[src/rtl/sram_port_arbiter.sv]
// Two-port round-robin arbiter/sequencer for a 2^AW x DW single-port SRAM, zero-filled after reset.
// Optional write acknowledge responses: define SRAM_ARB_WRACK_EN.
module sram_port_arbiter #(
  parameter int unsigned AW = 4,
  parameter int unsigned DW = 32
) (
  input  logic          clk,
  input  logic          rst_n,
  input  logic [1:0]    req_valid,
  output logic [1:0]    req_ready,
  input  logic [1:0]    req_we,
  input  logic [AW-1:0] req_addr0,
  input  logic [AW-1:0] req_addr1,
  input  logic [DW-1:0] req_wdata0,
  input  logic [DW-1:0] req_wdata1,
  output logic [1:0]    rsp_valid,
  output logic [DW-1:0] rsp_rdata,
  output logic          init_done,
  output logic [AW-1:0] mem_addr,
  output logic [DW-1:0] mem_wdata,
  output logic          mem_we,
  input  logic [DW-1:0] mem_rdata
);

  typedef enum logic [0:0] {StInit, StRun} state_e;

  localparam logic [AW-1:0] AddrMax = '1;

  state_e        state_q, state_d;
  logic [AW-1:0] cnt_q, cnt_d;
  logic          last_grant_q, last_grant_d;
  logic          iss_valid_q, iss_valid_d;
  logic          iss_port_q, iss_port_d;
  logic [AW-1:0] mem_addr_q, mem_addr_d;
  logic [DW-1:0] mem_wdata_q, mem_wdata_d;
  logic          mem_we_q, mem_we_d;
  logic [1:0]    rsp_valid_q, rsp_valid_d;
  logic [DW-1:0] rsp_rdata_q, rsp_rdata_d;
  logic [1:0]    grant;
  logic          hs_port;

  always_comb begin
    state_d      = state_q;
    cnt_d        = cnt_q;
    last_grant_d = last_grant_q;
    iss_valid_d  = 1'b0;
    iss_port_d   = iss_port_q;
    mem_addr_d   = mem_addr_q;
    mem_wdata_d  = mem_wdata_q;
    mem_we_d     = 1'b0;
    rsp_valid_d  = 2'b00;
    rsp_rdata_d  = rsp_rdata_q;
    grant        = 2'b00;
    hs_port      = 1'b0;

    // Response: sample the SRAM at the end of the issue cycle.
    if (iss_valid_q) begin
`ifdef SRAM_ARB_WRACK_EN
      rsp_valid_d[iss_port_q] = 1'b1;
      rsp_rdata_d             = mem_rdata;
`else
      if (!mem_we_q) begin
        rsp_valid_d[iss_port_q] = 1'b1;
        rsp_rdata_d             = mem_rdata;
      end
`endif
    end

    unique case (state_q)
      StInit: begin
        // Leave INIT only once the last word's write is on the SRAM pins.
        if (mem_we_q && mem_addr_q == AddrMax) begin
          state_d = StRun;
        end else begin
          mem_we_d    = 1'b1;
          mem_addr_d  = cnt_q;
          mem_wdata_d = '0;
          if (cnt_q != AddrMax) cnt_d = cnt_q + 1'b1;
        end
      end
      StRun: begin
        if (req_valid == 2'b01)      grant = 2'b01;
        else if (req_valid == 2'b10) grant = 2'b10;
        else if (req_valid == 2'b11) grant = last_grant_q ? 2'b01 : 2'b10;

        if (grant != 2'b00) begin
          hs_port      = grant[1];
          iss_valid_d  = 1'b1;
          iss_port_d   = hs_port;
          last_grant_d = hs_port;
          mem_we_d     = req_we[hs_port];
          mem_addr_d   = hs_port ? req_addr1 : req_addr0;
          mem_wdata_d  = hs_port ? req_wdata1 : req_wdata0;
        end
      end
      default: state_d = StInit;
    endcase
  end

  always_ff @(posedge clk) begin
    if (!rst_n) begin
      state_q      <= StInit;
      cnt_q        <= '0;
      last_grant_q <= 1'b1;
      iss_valid_q  <= 1'b0;
      iss_port_q   <= 1'b0;
      mem_addr_q   <= '0;
      mem_wdata_q  <= '0;
      mem_we_q     <= 1'b0;
      rsp_valid_q  <= 2'b00;
      rsp_rdata_q  <= '0;
    end else begin
      state_q      <= state_d;
      cnt_q        <= cnt_d;
      last_grant_q <= last_grant_d;
      iss_valid_q  <= iss_valid_d;
      iss_port_q   <= iss_port_d;
      mem_addr_q   <= mem_addr_d;
      mem_wdata_q  <= mem_wdata_d;
      mem_we_q     <= mem_we_d;
      rsp_valid_q  <= rsp_valid_d;
      rsp_rdata_q  <= rsp_rdata_d;
    end
  end

  assign req_ready = grant;
  assign rsp_valid = rsp_valid_q;
  assign rsp_rdata = rsp_rdata_q;
  assign init_done = (state_q == StRun);
  assign mem_addr  = mem_addr_q;
  assign mem_wdata = mem_wdata_q;
  assign mem_we    = mem_we_q;

endmodule

[config.mk]
export PLATFORM = sky130hd
export DESIGN_NAME = sram_port_arbiter
export DESIGN_NICKNAME = d
export VERILOG_FILES = /design/src/rtl/sram_port_arbiter.sv
export SDC_FILE = /design/constraint.sdc
export NUM_CORES = 1
export LEC_CHECK = 0
export ABC_AREA = 1
export ABC_CLOCK_PERIOD_IN_PS = 1500
export CORE_MARGIN = 1.5
export CORE_UTILIZATION = 25
export CTS_CLUSTER_SIZE = 24
export DETAILED_ROUTE_END_ITERATION = 12
export PLACE_DENSITY_LB_ADDON = 0.1
export SYNTH_ARGS = -nofsm -noshare
export SYNTH_HDL_FRONTEND = slang
export SYNTH_SLANG_ARGS = --single-unit
[constraint.sdc]
create_clock -name clk -period 1.5 [get_ports clk]
set_clock_uncertainty 0.15 [all_clocks]
set_input_delay 0.3 -clock clk [delete_from_list [all_inputs] [get_ports clk]]
set_output_delay 0.3 -clock clk [all_outputs]
set_load 0.1 [all_outputs]
Yosys cells after proc, flatten, opt, wreduce, memory -nomap -nowiden
Cells that the tools add are included.
- add/subtract/negate cells: 1
- $mul: 0
- eq/ne operators: 7
- reduce and logical (&&, ||, !) cells: 9
- muxes and demuxes: 24
- divide/modulo/power cells: 0
- order comparisons: 3
- shifts and indexed selects: 0
- bitwise gates (word level): 5
- operators with widths (cell ; number):
    32-bit 2-to-1 mux ; 3
    32-bit one-hot mux with 2 select lines ; 1
    2-bit 2-to-1 mux ; 6
    4-bit 2-to-1 mux ; 3
    1-bit 2-to-1 mux ; 8
    4-bit one-hot mux with 2 select lines ; 1
    2-bit AND reduction ; 4
    1-bit NOT ; 5
    4-bit by 1-bit adder with 4-bit output (second input constant) ; 1
    2-bit equality test (second input constant) ; 2
    4-bit equality test (second input constant) ; 1
    1-bit by 2-bit < comparator with 1-bit output (second input constant) ; 2
    4-bit inequality test (second input constant) ; 1
    3-bit AND reduction ; 1
    3-bit OR reduction ; 1
    2-bit by 1-bit equality test with 1-bit output (second input constant) ; 1
    1-bit logical AND ; 2
    2-bit by 1-bit inequality test with 1-bit output (second input constant) ; 1
    2-bit inequality test (second input constant) ; 1
    1-bit one-hot mux with 2 select lines ; 1
    2-bit nonzero test ; 1
    1-bit demux with 1-bit select ; 1
    1-bit greater-or-equal comparator (second input constant) ; 1
- bits in latches: 0
- output and inout port bits: 74
- register bits: 79
- input port bits: 110
- bits in read-only memories: 0
- bits in writable memories: 0
- memories: 0
- word-level logic and storage cells: 59

Longest topological paths before layout
Gate-level depths: netlist (run 1).
- word-level depth: 9
- gate-level depth with buffers: 9
- mapped depth without buffers: 8

Worst setup path before layout (run 1)
Ideal clock, no wire load.
- path type: reg-to-output
- start point: register state_q, in the netlist init_done
- end point: output port req_ready[0]
- setup slack: -1682 ps
- path buffers: 0
- arrival time: 2732 ps
- stages on the path, launching flop included: 3
- data required time: 1050 ps
- cells stage by stage: dfxtp_1 > inv_2 > a21oi_1
- cells in the longest elaborated chain, start to end: 1
- ends and longest elaborated chain (what ; RTL line ; source):
    start, declared ; 29 ; state_e state_q, state_d;
    start signal, assigned ; 102 ; state_q <= StInit;
    start signal, assigned ; 113 ; state_q <= state_d;
    2-bit 2-to-1 mux ; 69 ; unique case (state_q)
    end, declared ; 10 ; output logic [1:0] req_ready,
No other way between the ends.

Worst setup path in the final report (run 1)
- start point: register last_grant_q
- end point: output port req_ready[0]
- cells in the longest elaborated chain, start to end: 6
- ends and longest elaborated chain (what ; RTL line ; source):
    start, declared ; 31 ; logic last_grant_q, last_grant_d;
    start signal, assigned ; 115 ; last_grant_q <= last_grant_d;
    2-bit 2-to-1 mux (2 in series) ; 84 ; else if (req_valid == 2'b11) grant = last_grant_q ? 2'b01 : 2'b10;
    2-bit 2-to-1 mux ; 83 ; else if (req_valid == 2'b10) grant = 2'b10;
    2-bit 2-to-1 mux ; 82 ; if (req_valid == 2'b01) grant = 2'b01;
    2-bit 2-to-1 mux (2 in series) ; 69 ;
No other way between the ends. The select of a mux whose other input is x is not followed.

==> results of run 1 <==
## metal layers
| metal | vias up | track usage (%) | wire, um |
|---|---|---|---|
| met5 | - | 0 | 0 |
| met4 | 0 | 7.35 | 289 |
| met3 | 15 | 2.93 | 628 |
| met2 | 125 | 27.9 | 6330 |
| met1 | 1914 | 19.7 | 5640 |
| li1 | 2182 | - | - |
## final cells by class
| class | instances | area [um^2] | share of cell area, % |
|---|---|---|---|
| Timing Repair Buffer | 216 | 2980 | 40.9 |
| Multi-Input combinational cell | 406 | 1910 | 26.2 |
| Sequential cell | 79 | 1610 | 22.0 |
| Clock buffer | 11 | 243 | 3.33 |
| Tap cell | 188 | 235 | 3.23 |
| Inverter | 60 | 234 | 3.21 |
| Clock inverter | 5 | 80.1 | 1.10 |
| Antenna cell | 1 | 2.50 | 0.0343 |
## layout by cell type (no fill, tap or decap), types with 4 or more instances in the layout
cell and n:
clkdlybuf4s50_1 106, nor2_1 126, dfxtp_1 71, inv_2 6
buf_4 18, nand2_2 7, buf_12 81, nor2_2 11
clkbuf_16 9, dfxtp_4 6, a21oi_1 5, o21ai_0 32
nand2_4 4, nand3b_1 36, nand3_1 54, nand2_1 121
inv_1 52
## timing repair
action	4_1_cts	5_1_grt
endpoints found under the hold margin	0	0
cloned	2	0
pin swaps	6	10
setup buffers	11	2
gates resized for setup	8	23
endpoints found under the setup margin	36	40
## critical path, cell delays in order (launching register included)
cell	delay [ns]
dfxtp_2	0.36
nand2_4	0.07
buf_8	0.12
a21oi_4	0.13
buf_12	0.19
## kinds of logic after synthesis
family	Yosys count	synth area share (%)
fa+ha+maj	1	0.323
xor+xnor	1	0.227
compound gates	39	5.05
simple gates	365	41.8
flops	79	40.9
buf+inv	97	11.7
## power groups by stage
stage	registers, mW	clock network (mW)	logic, mW
global placement	2.17	0	0.613
CTS	2.12	2.47	0.635
detailed placement	2.17	0	0.620
floorplan	2.21	0	0.215
global route	2.13	2.56	0.700
finish	2.13	2.37	0.643
## through the flow
step | std cells | hold WS, ns | util [%]
after global placement | 937 | 0.290 | 44.5
after floorplan | 582 | 0.267 | -
after global routing | 966 | 0.275 | 48.1
after CTS | 965 | 0.255 | 47.7
after detailed placement | 937 | 0.307 | 44.5
final | 966 | 0.268 | 48.1
## registers in the layout, indices dropped and copies added (netlist names)
signal	cells
iss_port_q	1
mem_we	1
init_done	1
last_grant_q	1
cnt_q	4
iss_valid_q	1
rsp_valid	2
mem_wdata	32
rsp_rdata	32
mem_addr	4
## worst min path at each step
| stage | end | start | slack (ns) |
|---|---|---|---|
| floorplan | rsp_valid[0] | iss_port_q | 0.27 |
| global placement | rsp_valid[0] | iss_port_q | 0.29 |
| detailed placement | rsp_valid[0] | iss_port_q | 0.31 |
| CTS | last_grant_q | rst_n | 0.26 |
| global route | last_grant_q | rst_n | 0.28 |
| finish | last_grant_q | rst_n | 0.27 |
==> results.toml, run 1 <==
[outcome]
status = "complete, but fails checks"
violations = "setup timing"

[detailed_routing]
drt_pass1_iterations = 4
drt-total-wl_um = 12900
vias = 4236
wl_per_cell_um = 13.3
drt-initial-drc-count = 147
drcViolationCount = 0
viasPerCell = 4.39
ant_nets = 0

[setup_path]
worstSetupStartpointType = "flop"
arrival_ns = 1.22
end_kind = "primary output"
cp_max_fo = 3
r2r-end = "mem_addr[0]"
r2r_slack_ns = 0.01
regToRegStartpoint = "last_grant_q"
worstRegToRegCells = 9
path_class = "flop to primary output"
crit_end = "req_ready[0]"
critPathLaunch = "last_grant_q"
critPathRequiredTime_ns = 1.05

[placement]
placed_area_um2 = 6740
place_ws_ns = -0.480
gp_congestion = 0.750
numPortBuffers = 183
dp_hpwl_um = 9040

[synthesis]
postSynthCellCount = 582
ys.flop_type = "dfxtp_1"
yosys_warnings = 0
avgSynthCellArea_um2 = 6.65
synth_edf_count = 0
syn_nets = 693
synth_area_leaders = "dfxtp_1, nor2_1, nand2_1"
yosysTopAreaCellShare_pct = 40.9
synth_top_area_cell = "dfxtp_1"
ys_async_sr_fraction_pct = 0
synthTopCellsByCount = "nor2_1, nand2_1, dfxtp_1"
netlist_area_um2 = 3870
postSynthRegisterBits = 79
synthMostInstantiatedCell = "nor2_1"
yosysSeqAreaShare_pct = 40.9
ys_types = 21

[power]
internal_power_mw = 3.99
p_total_mw = 5.14
p_clk_share_pct = 46.1
seq_power_share_pct = 41.3
p_switching_mw = 1.15
p_per_area_nw_per_um2 = 705
irDropWorstVdd_mv = 0.600
swShare_pct = 22.4
leakagePower_nw = 3.28
combinationalPowerShare_pct = 12.5

[grt]
antenna_found_initial = 1
grt_pass1_vias = 4114
grt_first_pass_wirelength_um = 20600
grt_max_degree = 40
track_usage_pct = 16.2
overflow = 0

[floorplanning]
core.rowCount = 45
initial_core_util_pct = 25.5
die-height_um = 127
core_area_um2 = 15100
fp.dieArea_um2 = 16200
top_level_ports = 184
dieWidth_um = 127

[clock_tree]
clock_sinks = 79
clockRootBuffer = "clkbuf_16"
path_clk_slew_ns = 0.06
cts_tree = "done"
clockBufferDepth = 2
worstSkewPairLatency_ns = 0.34
cts-buffers-inserted = 9
cts_hold_buffers = 0
h-tree-depth = 3

[timing]
final_max_slew_viol_count = 0
timing.fmax_mhz = 600
fin_crit_ns = 1.67
tns_ns = -0.266
fin_crit_sh_pct = 111
worst_slack_ns = -0.167
rsz0062_at_grt = "true"
worst_slew_pin_slew_ns = 0.295
maxSlewHeadroom_pct = 80.3
hold_viol_final = 0
finalSetupViolCount = 2

[worst_hold_path]
min_path_type = "primary input to flop"
min_delay_path_depth = 3

[final_layout]
finalInstanceArea_um2 = 7290
nFillCells = 1462
area_delta_synth_final_pct = 88.5
fin_nets = 883
drive_gt1_share_pct = 21.2

[run]
max_cap_violations = 0
Note: power is estimated with default switching activity, not from simulation.
==> run 2: changes to the inputs <==
Settings changed: RECOVER_POWER set to 100, SLEW_MARGIN set to 20.
==> run 2 against run 1 <==
  * Final cell count unchanged
  * Critical path depth unchanged
  * The flow still finishes with violations (setup timing)
  * Global-route usage unchanged
  * Sequential share of layout area increased by 2.9 points
  * Worst setup slack about the same
  * Critical path type unchanged
  * Final area decreased by 12%
  * Via count about the same
  * Combinational power decreased by 2%
  * Register-to-register slack about the same
  * Clock-buffer cell count unchanged
  * Critical endpoint unchanged
  * Routed wire length increased by 1.1%
  * Core utilization decreased by 5.7 points
==> results.toml, run 2 (synthesized netlist as in run 1, its figures left out) <==
[detailed_routing]
drt-initial-drc-count = 145
dr_wl_met2_um = 6270
routed.top_layer = "met4"
drt_pass1_iterations = 4
viasPerCell = 4.38
drcViolationCount = 0
wl_met3_um = 674
drt-total-wl_um = 13000
wl_per_cell_um = 13.5
m1WireLength_um = 5720
ant_nets = 0
vias = 4233

[power]
leakagePower_nw = 3.09
p_per_area_nw_per_um2 = 797
p_total_mw = 5.13
irDropWorstVdd_mv = 0.599

[grt]
track_usage_pct = 16.2
grt_pass1_vias = 4114
antenna_found_initial = 1
grt_first_pass_wirelength_um = 20600
grt_max_degree = 40
overflow = 0

[setup_path]
critPathLaunch = "last_grant_q"
path_cells = "nand2_4, buf_8, a21oi_4, buf_12"
path_buf_inv = 2
critPathTopFamily = "flip-flops"
critPathRequiredTime_ns = 1.05
path_class = "flop to primary output"
regToRegStartpoint = "mem_we"
cp_max_fo = 3
end_kind = "primary output"
slowest_stage = "dfxtp_2"
max_stage_delay_ns = 0.36
worstSetupStartpointType = "flop"
arrival_ns = 1.22

[floorplanning]
dieWidth_um = 127
core.rowCount = 45
die-height_um = 127
top_level_ports = 184
initial_core_util_pct = 25.5
core_area_um2 = 15100
fp.dieArea_um2 = 16200

[timing]
rsz0062_at_grt = "true"
fin_crit_sh_pct = 111
hold_viol_final = 0
tns_ns = -0.263
holdWs_ns = 0.266
worst_slew_pin_slew_ns = 0.367
timing.fmax_mhz = 600
worst_slack_ns = -0.166
maxSlewHeadroom_pct = 75.4
finalSetupViolCount = 2
final_max_slew_viol_count = 0
fin_crit_ns = 1.67

[clock_tree]
h-tree-depth = 3
worstSkewPairLatency_ns = 0.34
cts_tree = "done"
clockRootBuffer = "clkbuf_16"
path_clk_slew_ns = 0.06
clock_sinks = 79
clockBufferDepth = 2
cts-buffers-inserted = 9

[final_layout]
drive_gt1_share_pct = 20.8
stdcell_count = 966
fin_nets = 883
final_cell_mix = "nor2_1, nand2_1, clkdlybuf4s50_1"
layout_commonest_cell = "nor2_1"
final_core_util_pct = 42.5
area_delta_synth_final_pct = 66.3
finalInstanceArea_um2 = 6430

[outcome]
violations = "setup timing"
status = "complete, but fails checks"

[worst_hold_path]
min_path_type = "primary input to flop"
min_from = "rst_n"

[placement]
dp_hpwl_um = 9040
numPortBuffers = 183
dp_cells = 937
place_ws_ns = -0.480
placed_area_um2 = 6740
gp_congestion = 0.750

[run]
max_cap_violations = 0
run 2: cell types whose count changed in the layout (fill, tap and decap cells not counted), moves of 2 or more:
cell,change
buf_12,-71
buf_6,+11
buf_4,+57
clkbuf_2,+2
run 2: worst min-delay path, stage by stage:
cell	delay [ns]
buf_2	0.14
buf_12	0.18
nand3_1	0.09
run 2: final cells by class:
cell class                 instances  area [um^2]
tap                              188          235
multi-input combinational        406         1910
sequential                        79         1600
antenna                            1         2.50
inverter                          60          234
clock inverter                     5         80.1
clock buffer                      11          243
fill                            1567         8710
timing repair buffer             216         2130
run 2: metal layers:
metal	vias up	global-route usage, %
li1	2184	-
met1	1909	19.7
met2	121	27.9
met3	19	2.93
met4	0	7.35
met5	-	0
run 2: repair_timing:
action | 4_1_cts | 5_1_grt
pin swaps | 6 | 10
endpoints found under the setup margin | 36 | 40
hold buffers | 0 | 0
cloned | 2 | 0
setup buffers | 11 | 2
gates resized for setup | 8 | 23
run 2: where the power goes:
group / switching, mW / total, mW / internal, mW
clock network: 0.866 / 2.37 / 1.50
logic: 0.261 / 0.632 / 0.370
registers: 0.0181 / 2.12 / 2.11
run 2: final timing paths:
| check | endpoint | slack, ns | depth (start not counted) |
|---|---|---|---|
| worst min-delay path | last_grant_q | 0.27 | 3 |
| worst max register to register | mem_wdata[7] | 0.02 | 9 |
| worst min register to register | rsp_valid[0] | 0.31 | 1 |
| worst max-delay path | req_ready[0] | -0.17 | 4 |
==> run 3: changes to the inputs <==
Settings changed: CORE_ASPECT_RATIO set to 1.1, GPL_TIMING_DRIVEN set to 0.
==> run 3 against run 2 <==
  * The run still ends with setup timing left
  * Routed wire length down 2.3%
  * Hold slack better by 0.029 ns
  * Die area about the same
  * Non-clock buffer count rose by 8
  * Fmax shrank 4.9%
  * First-iteration DRC count rose by 6.9%
  * Worst setup slack got worse by 0.086 ns
  * Critical path depth grew 1
  * Highest routed layer unchanged
==> results.toml, run 3 (synthesized netlist as in run 1, its figures left out) <==
[outcome]
status = "complete, but fails checks"
violations = "setup timing"

[setup_path]
end_kind = "primary output"
path_buf_inv = 3
slowest_stage = "dfxtp_2"
max_stage_delay_ns = 0.35
arrival_ns = 1.30
critPathTopFamily = "buffers and inverters"
worstSetupStartpointType = "flop"
path_class = "flop to primary output"
cp_max_fo = 4
critPathRequiredTime_ns = 1.05
path_cells = "nand2_4, buf_6, buf_8, a21oi_4, buf_12"

[timing]
finalSetupViolCount = 2
rsz0062_at_grt = "true"
final_max_slew_viol_count = 0
fin_crit_ns = 1.75
fin_crit_sh_pct = 117
holdWs_ns = 0.294
worst_slack_ns = -0.252
hold_viol_final = 0
maxSlewHeadroom_pct = 66.1
worst_slew_pin_slew_ns = 0.509
timing.fmax_mhz = 571

[floorplanning]
core_area_um2 = 15100
dieWidth_um = 122
top_level_ports = 184
fp.dieArea_um2 = 16200
core.rowCount = 47
die-height_um = 133
initial_core_util_pct = 25.6

[power]
p_clk_share_pct = 47.6
internal_power_mw = 4.03
combinationalPowerShare_pct = 11.7
seq_power_share_pct = 40.7
p_per_area_nw_per_um2 = 832
irDropWorstVdd_mv = 0.492
p_switching_mw = 1.17
leakagePower_nw = 3.05
swShare_pct = 22.5

[final_layout]
nFillCells = 1598
fin_nets = 891
multi_input_area_um2 = 1870
stdcell_count = 981
area_delta_synth_final_pct = 61.9
diodes = 0
layout_commonest_cell = "nor2_1"
regArea_um2 = 1610
final_cell_mix = "nor2_1, nand2_1, clkdlybuf4s50_1"
drive_gt1_share_pct = 19.2

[grt]
antenna_found_initial = 0
grt_pass1_vias = 3957
grt_max_degree = 15
track_usage_pct = 15.8
grt_first_pass_wirelength_um = 20100
overflow = 0

[detailed_routing]
wl_per_cell_um = 13.0
viasPerCell = 4.30
drt-total-wl_um = 12700
vias = 4214
drcViolationCount = 0
drt-initial-drc-count = 155
drt_pass1_iterations = 5
ant_nets = 0

[clock_tree]
path_clk_slew_ns = 0.06
clockRootBuffer = "clkbuf_16"
clock_sinks = 79
worstSkewPairLatency_ns = 0.34
h-tree-depth = 3
cts_tree = "done"
clockBufferDepth = 2
cts-buffers-inserted = 9

[run]
max_cap_violations = 0

[worst_hold_path]
min_path_type = "primary input to flop"

[placement]
numPortBuffers = 182
dp_hpwl_um = 9850
gp_congestion = 0.769
dp_cells = 960
run 3: power by group through the flow:
stage	Combinational, mW	Sequential (mW)	Clock [mW]
2_1_floorplan	0.215	2.21	0
3_3_place_gp	0.603	2.17	0
3_5_place_dp	0.607	2.17	0
4_1_cts	0.618	2.12	2.56
5_1_grt	0.666	2.12	2.64
6_report	0.609	2.12	2.48
run 3: path summary, 6_finish.rpt:
check / from / endpoint / slack, ns / depth (start not counted)
setup / recovery: last_grant_q / req_ready[0] / -0.25 / 5
hold / removal: rst_n / rsp_rdata[20] / 0.29 / 3
setup reg to reg: init_done / cnt_q[3] / 0.06 / 4
hold reg to reg: iss_port_q / rsp_valid[0] / 0.31 / 1
run 3: layout make-up:
class / instances / share of cell area [%]
Inverter: 60 / 3.68
Sequential cell: 79 / 25.7
Clock inverter: 5 / 1.34
Tap cell: 196 / 3.92
Timing Repair Buffer: 189 / 27.4
Buffer: 35 / 4.00
Multi-Input combinational cell: 406 / 29.9
Clock buffer: 11 / 4.06
run 3: through the flow:
stage	utilization [%]	power, mW	setup slack (ns)	cell area [um^2]	setup TNS [ns]
CTS	41.2	5.30	-0.306	6230	-0.534
finish	41.4	5.21	-0.252	6260	-0.442
global route	41.4	5.43	-0.295	6260	-1.58
floorplan	-	2.42	-0.151	3930	-0.438
global placement	39.7	2.77	-1.44	6000	-49.67
detailed placement	39.7	2.78	-1.45	6000	-50.58
run 3: timing repair:
action / in CTS / in global routing
endpoints found under the setup margin: 104 / 71
cloned: 0 / 0
endpoints found under the hold margin: 0 / 0
gates resized for setup: 457 / 15
pin swaps: 3 / 8
buffers inserted: 5 / 2
hold buffers: 0 / 0
run 3: per-layer routing:
layer	vias to the layer above	share of wire (%)	GRT usage, %
met5	-	0	0
met4	0	1.2	4.97
met3	11	4.6	3.42
met2	105	49	26.1
met1	1903	46	20.6
li1	2195	-	-
run 3: worst register-to-register path, cell delays in order (launching register included):
cell and delay (ns):
dfxtp_4 0.38, clkbuf_4 0.20, nor2_1 0.35, nand3_1 0.13, a21oi_1 0.15
